**config.mk**
```make
export PLATFORM = sky130hd
export DESIGN_NAME = k005297_page_deserializer
export DESIGN_NICKNAME = d
export VERILOG_FILES = /design/src/rtl/k005297_page_deserializer.sv
export SDC_FILE = /design/constraint.sdc
export NUM_CORES = 1
export LEC_CHECK = 0
export ABC_AREA = 0
export CORE_ASPECT_RATIO = 0.8
export CORE_MARGIN = 10
export CORE_UTILIZATION = 56
export DETAILED_ROUTE_END_ITERATION = 16
export DONT_BUFFER_PORTS = 1
export PLACE_DENSITY = 0.81
export SYNTH_ARGS = -nofsm -noshare
export SYNTH_HDL_FRONTEND = slang
export SYNTH_SLANG_ARGS = --single-unit
```
**constraint.sdc**
```tcl
create_clock -name i_CLK -period 2.4 [get_ports i_CLK]
set_input_delay 0.24 -clock i_CLK [delete_from_list [all_inputs] [get_ports i_CLK]]
set_output_delay 0.24 -clock i_CLK [all_outputs]
set_load 0.05 [all_outputs]
```
**src/rtl/k005297_page_deserializer.sv**
```systemverilog
// K005297 bubble read path: hunts for the page sync word, then assembles MSB-first bytes.
// Define K005297_DESER_CRC_EN to build the CRC-16-CCITT residue check behind o_CRC_OK.
module k005297_page_deserializer #(
  parameter int          PAGE_BYTES   = 64,
  parameter logic [15:0] SYNC_WORD    = 16'h5A3C,
  parameter int          SYNC_TIMEOUT = 1024,
  localparam int         AW           = $clog2(PAGE_BYTES)
) (
  input  logic          i_CLK,
  input  logic          i_RST,
  input  logic          i_CEN_n,
  input  logic          i_START,
  input  logic          i_BIT_VALID,
  input  logic          i_BIT,
  output logic [7:0]    o_BYTE,
  output logic          o_BYTE_VALID,
  output logic [AW-1:0] o_BYTE_ADDR,
  output logic          o_BUSY,
  output logic          o_DONE,
  output logic          o_TIMEOUT,
  output logic          o_CRC_OK
);

  typedef enum logic [1:0] {IDLE, HUNT, RECV, DONE} state_t;

  state_t        state, state_nxt;
  logic [15:0]   window, window_nxt;
  logic [15:0]   tmo_cnt, tmo_cnt_nxt;
  logic [2:0]    bit_cnt, bit_cnt_nxt;
  logic [7:0]    shift, shift_nxt;
  logic [AW-1:0] byte_cnt, byte_cnt_nxt;
  logic          emit, done_p, tmo_p;
  logic          crc_zero;

`ifdef K005297_DESER_CRC_EN
  logic [15:0] crc, crc_nxt;

  function automatic logic [15:0] crc_step(input logic [15:0] c, input logic b);
    return {c[14:0], 1'b0} ^ ((c[15] ^ b) ? 16'h1021 : 16'h0000);
  endfunction

  always_ff @(posedge i_CLK) begin
    if (i_RST)         crc <= 16'hFFFF;
    else if (!i_CEN_n) crc <= crc_nxt;
  end

  always_comb begin
    crc_nxt = crc;
    if (state == IDLE && i_START)           crc_nxt = 16'hFFFF;
    else if (state == RECV && i_BIT_VALID) crc_nxt = crc_step(crc, i_BIT);
  end

  // Appending the CRC bytes big-endian leaves a zero residue on a clean page.
  assign crc_zero = (crc == 16'h0000);
`else
  assign crc_zero = 1'b1;
`endif

  always_ff @(posedge i_CLK) begin
    if (i_RST)         state <= IDLE;
    else if (!i_CEN_n) state <= state_nxt;
  end

  // NOTE: every signal gets a default before the case so no path can infer a latch.
  always_comb begin
    state_nxt    = state;
    window_nxt   = window;
    tmo_cnt_nxt  = tmo_cnt;
    bit_cnt_nxt  = bit_cnt;
    shift_nxt    = shift;
    byte_cnt_nxt = byte_cnt;
    emit         = 1'b0;
    done_p       = 1'b0;
    tmo_p        = 1'b0;
    case (state)
      IDLE: if (i_START) begin
        state_nxt    = HUNT;
        window_nxt   = '0;
        tmo_cnt_nxt  = '0;
        bit_cnt_nxt  = '0;
        byte_cnt_nxt = '0;
      end
      HUNT: if (i_BIT_VALID) begin
        window_nxt  = {window[14:0], i_BIT};
        tmo_cnt_nxt = tmo_cnt + 16'd1;
        // A match on the final allowed bit wins over the timeout.
        if (window_nxt == SYNC_WORD) begin
          state_nxt = RECV;
        end else if (tmo_cnt_nxt == 16'(SYNC_TIMEOUT)) begin
          tmo_p     = 1'b1;
          state_nxt = IDLE;
        end
      end
      RECV: if (i_BIT_VALID) begin
        shift_nxt   = {shift[6:0], i_BIT};
        bit_cnt_nxt = bit_cnt + 3'd1;
        if (bit_cnt == 3'd7) begin
          emit = 1'b1;
          if (byte_cnt == AW'(PAGE_BYTES - 1)) state_nxt = DONE;
          else                                  byte_cnt_nxt = byte_cnt + AW'(1);
        end
      end
      DONE: begin
        done_p    = 1'b1;
        state_nxt = IDLE;
      end
      default: state_nxt = IDLE;
    endcase
  end

  // NOTE: sequential state uses non-blocking assignments only; the datapath is reset
  // too so a page abandoned by i_RST leaves no stale window or counts behind.
  always_ff @(posedge i_CLK) begin
    if (i_RST) begin
      window       <= '0;
      tmo_cnt      <= '0;
      bit_cnt      <= '0;
      shift        <= '0;
      byte_cnt     <= '0;
      o_BYTE       <= 8'h00;
      o_BYTE_ADDR  <= '0;
      o_BYTE_VALID <= 1'b0;
      o_BUSY       <= 1'b0;
      o_DONE       <= 1'b0;
      o_TIMEOUT    <= 1'b0;
      o_CRC_OK     <= 1'b0;
    end else if (!i_CEN_n) begin
      window       <= window_nxt;
      tmo_cnt      <= tmo_cnt_nxt;
      bit_cnt      <= bit_cnt_nxt;
      shift        <= shift_nxt;
      byte_cnt     <= byte_cnt_nxt;
      o_BYTE_VALID <= emit;
      if (emit) begin
        o_BYTE      <= shift_nxt;
        o_BYTE_ADDR <= byte_cnt;
      end
      o_BUSY       <= (state_nxt == HUNT) || (state_nxt == RECV);
      o_DONE       <= done_p;
      o_TIMEOUT    <= tmo_p;
      o_CRC_OK     <= done_p & crc_zero;
    end
  end

endmodule

```
Yosys cells after proc, flatten, opt, wreduce, memory -nomap -nowiden
Index checks and enable logic that the tools add are counted.
Operators by class
  add/subtract/negate cells: 3
  bitwise operators: 1
  eq/ne operators: 14
  mux-type cells: 31
  reduce and logical (&&, ||, !) cells: 8
Operators with widths (count)
  $mux 16: 2
  $pmux 16 s2: 1
  $pmux 15 s2: 1
  $mux 6: 4
  $add 16x1->16 const B: 1
  $eq 16x11->1 const B: 1
  $eq 16x15->1 const B: 1
  $mux 8: 2
  $mux 15: 1
  $mux 2: 7
  $pmux 6 s2: 1
  $ne 2x2->1 const B: 5
  $mux 1: 8
  $pmux 2 s4: 1
  $reduce_and 4->1: 2
  $add 6x1->6 const B: 1
  $eq 2x2->1 const B: 3
  $eq 6x6->1 const B: 1
  $mux 3: 2
  $pmux 3 s2: 1
  $reduce_and 6->1: 1
  $eq 2x1->1 const B: 2
  $reduce_bool 2->1: 2
  $add 3x1->3 const B: 1
  other kinds (5): 5
Word-level totals
  output and inout bits: 19
  bits in registers: 68
  logic and storage cells: 69

Logic depth before layout (Yosys ltp)
Gate-level depths: netlist of the first run.
  word-level depth: 8
  gate-level depth with buffers: 8

Least setup slack after synthesis of the first run
Ideal clock, no wire load.
  path kind: reg2reg
  from: register tmo_cnt[0]
  to: register o_TIMEOUT
  setup time: 70 ps
  cell stages (with the launch flop): 8
  arrival time: 2205 ps
  setup slack: 125 ps
  period minus slack after synthesis: 2275 ps
  buffers on the path: 0
  cells stage by stage: dfxtp_1 > ha_1 > nand3_1 > or4_1 > a21oi_1 > o221ai_1 > or4_1 > a21oi_1
Between the ends
  word-level cells in the longest chain between the ends: 6
RTL lines
  start, declared: line 28  | logic [15:0] tmo_cnt, tmo_cnt_nxt;
  start signal, assigned: line 129  | tmo_cnt <= tmo_cnt_nxt;
  $add 16x1->16: line 85  | tmo_cnt_nxt = tmo_cnt + 16'd1;
  $eq 16x11->1: line 89  | end else if (tmo_cnt_nxt == 16'(SYNC_TIMEOUT)) begin
  $mux 1: line 89
  $mux 1: line 87  | if (window_nxt == SYNC_WORD) begin
  $mux 1: line 83  | HUNT: if (i_BIT_VALID) begin
  $mux 1: line 75  | case (state)
  end signal, assigned: line 140  | o_TIMEOUT <= tmo_p;
  end, declared: line 20  | output logic o_TIMEOUT,
No other way between the ends.
A chain may end at the register's enable or synchronous reset.

Final worst setup path of the first run
  from: register tmo_cnt[5]
  to: register o_TIMEOUT
Same word-level chain as after synthesis.

==> results.py, run 1 <==
metrics = {
    "floorplanning": {
        "core_area_um2": 5410,
        "num_rows": 24,
        "dieHeight_um": 86.6,
        "die_w_um": 103,
        "dieArea_um2": 8950,
        "start_util": 0.575,
        "io_pins": 25,
    },
    "synthesis": {
        "yosysUniqueCellTypes": 54,
        "yosys.area.top_type": "dfxtp_1",
        "synth.area.mux_share": 0.0101,
        "synth_top_area_share": 0.431,
        "synthSimpleGateAreaFrac": 0.270,
        "synth.ff_latch_count": 67,
        "ys_async_sr_fraction": 0,
        "syn_inst": 387,
        "synth_top_family_by_area": "simple AND/OR/NAND/NOR gates",
        "yosysWarnings": 0,
        "yosys-top-cells-area": "dfxtp_1 (43%), a21oi_1 (8.2%), nand2_1 (7.2%), nor2_1 (5.6%), a22oi_1 (4.3%)",
        "avgSynthCellArea_um2": 8.03,
        "synth_compound_area_frac": 0.211,
        "syn_area_um2": 3110,
        "synthAdderAreaFrac": 0.0201,
        "synth_edf_count": 0,
        "synthXorXnorAreaFrac": 0.0141,
        "yosysSeqAreaShare": 0.431,
        "synth_top_flop_cell": "dfxtp_1",
        "synth_nets": 398,
    },
    "placement": {
        "dp.cells": 434,
        "gp_congestion": 0.873,
        "place_hpwl_um": 4630,
        "portBuffers": 0,
    },
    "setup_path": {
        "worst-r2r-cell-count": 6,
        "worst-path-stages": 6,
        "crit_buf_inv": 0,
        "arrival_ns": 2.44,
        "r2r_start": "tmo_cnt[5]",
        "path_class": "reg2reg",
        "critical_path_required_ns": 2.67,
        "cp_cell_sequence": "nand3_4, or4_1, a21oi_1, o221ai_1, or4_1, a21oi_1",
        "r2r_end": "o_TIMEOUT",
        "endpoint_kind": "flop",
        "path_max_fanout": 9,
        "max_stage_delay_ns": 0.50,
        "cp_slowest_cell": "dfxtp_1",
        "reg2reg_slack_ns": 0.23,
        "critPathTopFamily": "simple AND/OR/NAND/NOR gates",
        "worst_setup_path_start_kind": "flop",
    },
    "cts": {
        "path_clk_slew_ns": 0.07,
        "clkLatencyLatePin_ns": 0.34,
        "cts.path.max_buffers": 2,
        "ctsRootBufferMaster": "clkbuf_8",
        "htreeDepth": 3,
        "cts_inserted_buffers": 9,
        "postCtsSetupBuffers": 0,
        "clock_sinks": 67,
        "cts_resized": 0,
        "cts_tree": "yes",
    },
    "detailed_routing": {
        "drt_wl_total_um": 6840,
        "final_antenna_net_count": 0,
        "via_per_inst": 6.04,
        "drt_pass1_iterations": 4,
        "drc_errors": 0,
        "routed-via-count": 2719,
        "wl_per_cell_um": 15.2,
        "drt_iter0_drc": 208,
    },
    "sta": {
        "slew_viol_final": 0,
        "rsz0062_at_grt": "no",
        "setup_tns_ns": 0,
        "slew_headroom": 0.585,
        "period_needed_ns": 2.17,
        "hold_violations": 0,
        "finalSetupViolations": 0,
        "finClkSkew_ns": 0.00375,
        "fmax_mhz": 462,
        "fin_crit_sh": 0.902,
        "worst_pin_slew_ns": 0.622,
    },
    "global_route": {
        "grt_pass1_vias": 2323,
        "grt_pass1_wl_um": 11300,
        "met2_usage": 0.219,
        "busiest_layer": "met2",
        "grt_use_total": 0.156,
        "met1_usage": 0.215,
        "grt_max_degree": 64,
        "grt_overflow": 0,
        "grt_antenna_before_repair": 0,
        "use_met3": 0.0541,
    },
    "finish": {
        "nNetsFinal": 392,
        "area_delta_synth_final_pct": 7.49,
        "finish.utilization": 0.618,
        "layout_commonest_cell": "dfxtp_1",
        "final_cells": 450,
        "final_cell_mix": "dfxtp_1 (67), nand2_1 (60), a21oi_1 (51)",
        "num_antenna_cells": 0,
        "drive_above_1_share": 0.0935,
    },
    "min_path": {
        "holdCritPathClass": "in2reg",
        "hold_end": "o_BYTE[0]",
        "hold_path_depth": 2,
        "min_from": "i_BIT",
    },
    "power_and_ir_drop": {
        "peakVddDrop_mv": 0.416,
        "power.density_nw_per_um2": 600,
        "total_leakage_power_uw": 0.00116,
        "p_total_uw": 2000,
    },
    "run": {
        "maxCapViolCount": 0,
    },
    "status": {
        "outcome": "finished, final reports clean",
    },
}
synthesized netlist by cell type (2+ instances only):
master,n
o22ai_1,2
a21oi_1,51
o21ai_0,16
nor3_1,6
nor2_1,46
nand4_1,8
and2_1,2
dfxtp_1,67
ha_1,5
a211oi_1,5
inv_1,3
mux2i_1,2
and3_1,5
or4_1,2
nand4b_1,5
xor2_1,5
a31oi_1,7
nor4_1,2
nor2b_1,2
nand3_1,8
nand2_1,60
a22oi_1,18
clkbuf_1,21
nand2b_1,2
or4bb_1,2
buf_2,4
or4b_2,2
buf_4,3
cell families after synthesis:
kind of cell	Yosys count
fa+ha+maj	5
xor+xnor	5
mux	3
buf+inv	32
flops	67
simple gates	165
compound gates	110
final cells by class:
class | instances | area, µm²
Timing Repair Buffer | 12 | 110
Clock buffer | 13 | 149
Fill cell | 482 | 2060
Tap cell | 65 | 81.3
Multi-Input combinational cell | 288 | 1640
Sequential cell | 67 | 1340
Inverter | 3 | 11.3
Clock inverter | 2 | 12.5
registers in the layout, indices dropped and copies added, names as in the netlist:
name / count
o_TIMEOUT: 1
o_BYTE: 8
bit_cnt: 3
o_BUSY: 1
state: 2
tmo_cnt: 16
shift: 7
window: 15
o_BYTE_VALID: 1
o_BYTE_ADDR: 6
o_CRC_OK: 1
byte_cnt: 6
report_power, final:
| group | internal [µW] | switching [µW] | total [µW] |
|---|---|---|---|
| clock | 397 | 392 | 789 |
| combinational | 26.1 | 61.9 | 88.0 |
| sequential | 1120 | 10.2 | 1130 |
| total | 1540 | 465 | 2000 |
how the worst max path moves through the flow:
stage	endpoint	startpoint
global placement	o_TIMEOUT	tmo_cnt[5]
global route	o_TIMEOUT	tmo_cnt[5]
CTS	o_TIMEOUT	tmo_cnt[5]
detailed placement	o_TIMEOUT	tmo_cnt[5]
finish	o_TIMEOUT	tmo_cnt[5]
floorplan	o_TIMEOUT	tmo_cnt[0]
per-layer routing:
layer,share of wire,vias up
met5,0,-
met4,0.0072,0
met3,0.070,7
met2,0.44,75
met1,0.48,1264
li1,-,1373
metrics by stage:
step	instance area (µm²)	hold WS [ns]	setup slack, ns
3_3_place_gp	3150	0.318	0.295
4_1_cts	3340	0.0247	0.234
6_report	3340	0.0333	0.234
5_1_grt	3340	0.0263	0.0426
3_5_place_dp	3150	0.319	0.246
2_1_floorplan	3110	0.376	0.125
timing repair:
item / in CTS / in global routing
endpoints found under the setup margin: 0 / 0
endpoints found under the hold margin: 63 / 0
hold buffers: 1 / 0
Power figures use the tool's default switching activity.
==> run 2, diff against run 1 <==
- GPL_TIMING_DRIVEN: default -> 0
==> run 2 against run 1 <==
Fmax decreased by 4.4%. Clock-buffer cell count is 1 lower. Combinational power grew 2.6%. Worst setup slack worse by 0.10 ns. Critical path depth rose by 1. Register-to-register slack lost 0.10 ns. Utilization up 1.9 points. Die area stayed put. First-iteration DRC count down 21%. Sequential power barely moved.
==> results.py, run 2 (synthesis gave the netlist of run 1 again) <==
metrics = {
    "status": {
        "outcome": "finished, final reports clean",
    },
    "setup_path": {
        "arrival_ns": 2.54,
        "cp_cell_sequence": "ha_4, nand3_4, or4_1, a21oi_1, o221ai_2, or4_1, a21oi_1",
        "critical_path_required_ns": 2.67,
        "cp_slowest_cell": "or4_1",
        "path_class": "reg2reg",
        "crit_buf_inv": 0,
        "path_max_fanout": 9,
        "r2r_start": "tmo_cnt[0]",
        "r2r_end": "o_TIMEOUT",
        "worst-r2r-cell-count": 7,
        "worst_setup_path_start_kind": "flop",
        "endpoint_kind": "flop",
        "critPathTopFamily": "simple AND/OR/NAND/NOR gates",
        "max_stage_delay_ns": 0.50,
        "reg2reg_slack_ns": 0.13,
    },
    "finish": {
        "largest_register": "tmo_cnt",
        "final_cell_mix": "dfxtp_1 (65), nand2_1 (60), a21oi_1 (51)",
        "area_delta_synth_final_pct": 10.7,
        "nNetsFinal": 408,
        "final_cells": 467,
        "top_regs": "tmo_cnt: 16 flops, window: 15 flops, o_BYTE: 8 flops",
        "largest_reg_flops": 16,
        "num_antenna_cells": 0,
        "layout_commonest_cell": "dfxtp_1",
        "drive_above_1_share": 0.0970,
        "finish.utilization": 0.637,
    },
    "sta": {
        "worst_pin_slew_ns": 0.595,
        "finClkSkew_ns": 0.0112,
        "holdWs_ns": 0.0366,
        "finalSetupViolations": 0,
        "period_needed_ns": 2.27,
        "slew_headroom": 0.601,
        "fmax_mhz": 441,
        "hold_violations": 0,
        "fin_crit_sh": 0.944,
        "slew_viol_final": 0,
    },
    "min_path": {
        "min_from": "i_BIT",
        "holdCritPathClass": "in2reg",
        "hold_end": "shift[0]",
        "hold_path_depth": 2,
    },
    "floorplanning": {
        "io_pins": 25,
        "num_rows": 24,
        "dieArea_um2": 8950,
        "start_util": 0.575,
        "dieHeight_um": 86.6,
        "die_w_um": 103,
        "core_area_um2": 5410,
    },
    "placement": {
        "gp_congestion": 0.868,
        "portBuffers": 0,
        "place_hpwl_um": 5340,
        "dp.cells": 452,
    },
    "power_and_ir_drop": {
        "p_total_uw": 2170,
        "peakVddDrop_mv": 0.559,
        "power.density_nw_per_um2": 630,
        "total_leakage_power_uw": 0.00120,
    },
    "cts": {
        "cts_inserted_buffers": 9,
        "clock_sinks": 67,
        "path_clk_slew_ns": 0.07,
        "cts_tree": "yes",
        "clkLatencyLatePin_ns": 0.35,
        "postCtsSetupBuffers": 0,
        "htreeDepth": 3,
        "cts.path.max_buffers": 2,
        "ctsRootBufferMaster": "clkbuf_8",
    },
    "detailed_routing": {
        "drt_pass1_iterations": 5,
        "drt_wl_total_um": 7420,
        "final_antenna_net_count": 0,
        "drt_iter0_drc": 165,
        "routed-via-count": 2818,
        "via_per_inst": 6.03,
        "drc_errors": 0,
        "wl_per_cell_um": 15.9,
    },
    "run": {
        "maxCapViolCount": 0,
    },
    "global_route": {
        "grt_use_total": 0.177,
        "grt_pass1_vias": 2635,
        "grt_antenna_before_repair": 0,
        "grt_pass1_wl_um": 12600,
        "grt_overflow": 0,
        "grt_max_degree": 12,
    },
}
[run 2: per-layer routing]
layer / up-vias / GRT usage / part of all wire
met1: 1330 / 0.228 / 0.47
met4: 0 / 0.0643 / 0.014
li1: 1409 / - / -
met5: - / 0 / 0
met3: 15 / 0.0692 / 0.071
met2: 64 / 0.260 / 0.45
[run 2: power by group]
group          leakage [µW]  switching [µW]  internal (µW)
registers          0.000542            12.6           1110
clock network      0.000106             418            535
logic              0.000555            67.9           22.4
total               0.00120             499           1670
[run 2: timing repair]
item,in CTS,in global routing
endpoints found under the hold margin,0,0
hold buffers,0,0
resized for setup,7,5
pin swaps,0,1
setup endpoints to repair,3,10
[run 2: area by class of cell]
cell class,instances,area [µm²]
fill,470,1960
multi-input combinational,288,1670
sequential,67,1350
clock buffer,12,155
buffer,28,124
tap,65,81.3
clock inverter,4,48.8
inverter,3,11.3
[run 2: how the worst max path moves through the flow]
stage,startpoint,end,slack (ns),cells past startpoint
final,tmo_cnt[0],o_TIMEOUT,0.13,7
after floorplan,tmo_cnt[0],o_TIMEOUT,0.13,7
after global routing,tmo_cnt[0],o_TIMEOUT,-0.03,7
after detailed placement,tmo_cnt[0],o_TIMEOUT,-0.27,7
after global placement,tmo_cnt[0],o_TIMEOUT,-0.24,7
after CTS,tmo_cnt[0],o_TIMEOUT,0.01,7
[run 2: per-stage QoR]
step	worst slack [ns]	setup TNS [ns]	cell area, µm²
final	0.134	0	3440
after global routing	-0.0321	-0.0321	3440
after CTS	0.0110	0	3420
after detailed placement	-0.274	-0.521	3190
after global placement	-0.236	-0.441	3190
after floorplan	0.125	0	3110
[run 2: worst reg2reg max path, cell delays in order (launching register included)]
cell and delay, ns:
dfxtp_4 0.42, ha_4 0.19, nand3_4 0.13, or4_1 0.42
a21oi_1 0.20, o221ai_2 0.16, or4_1 0.50, a21oi_1 0.17
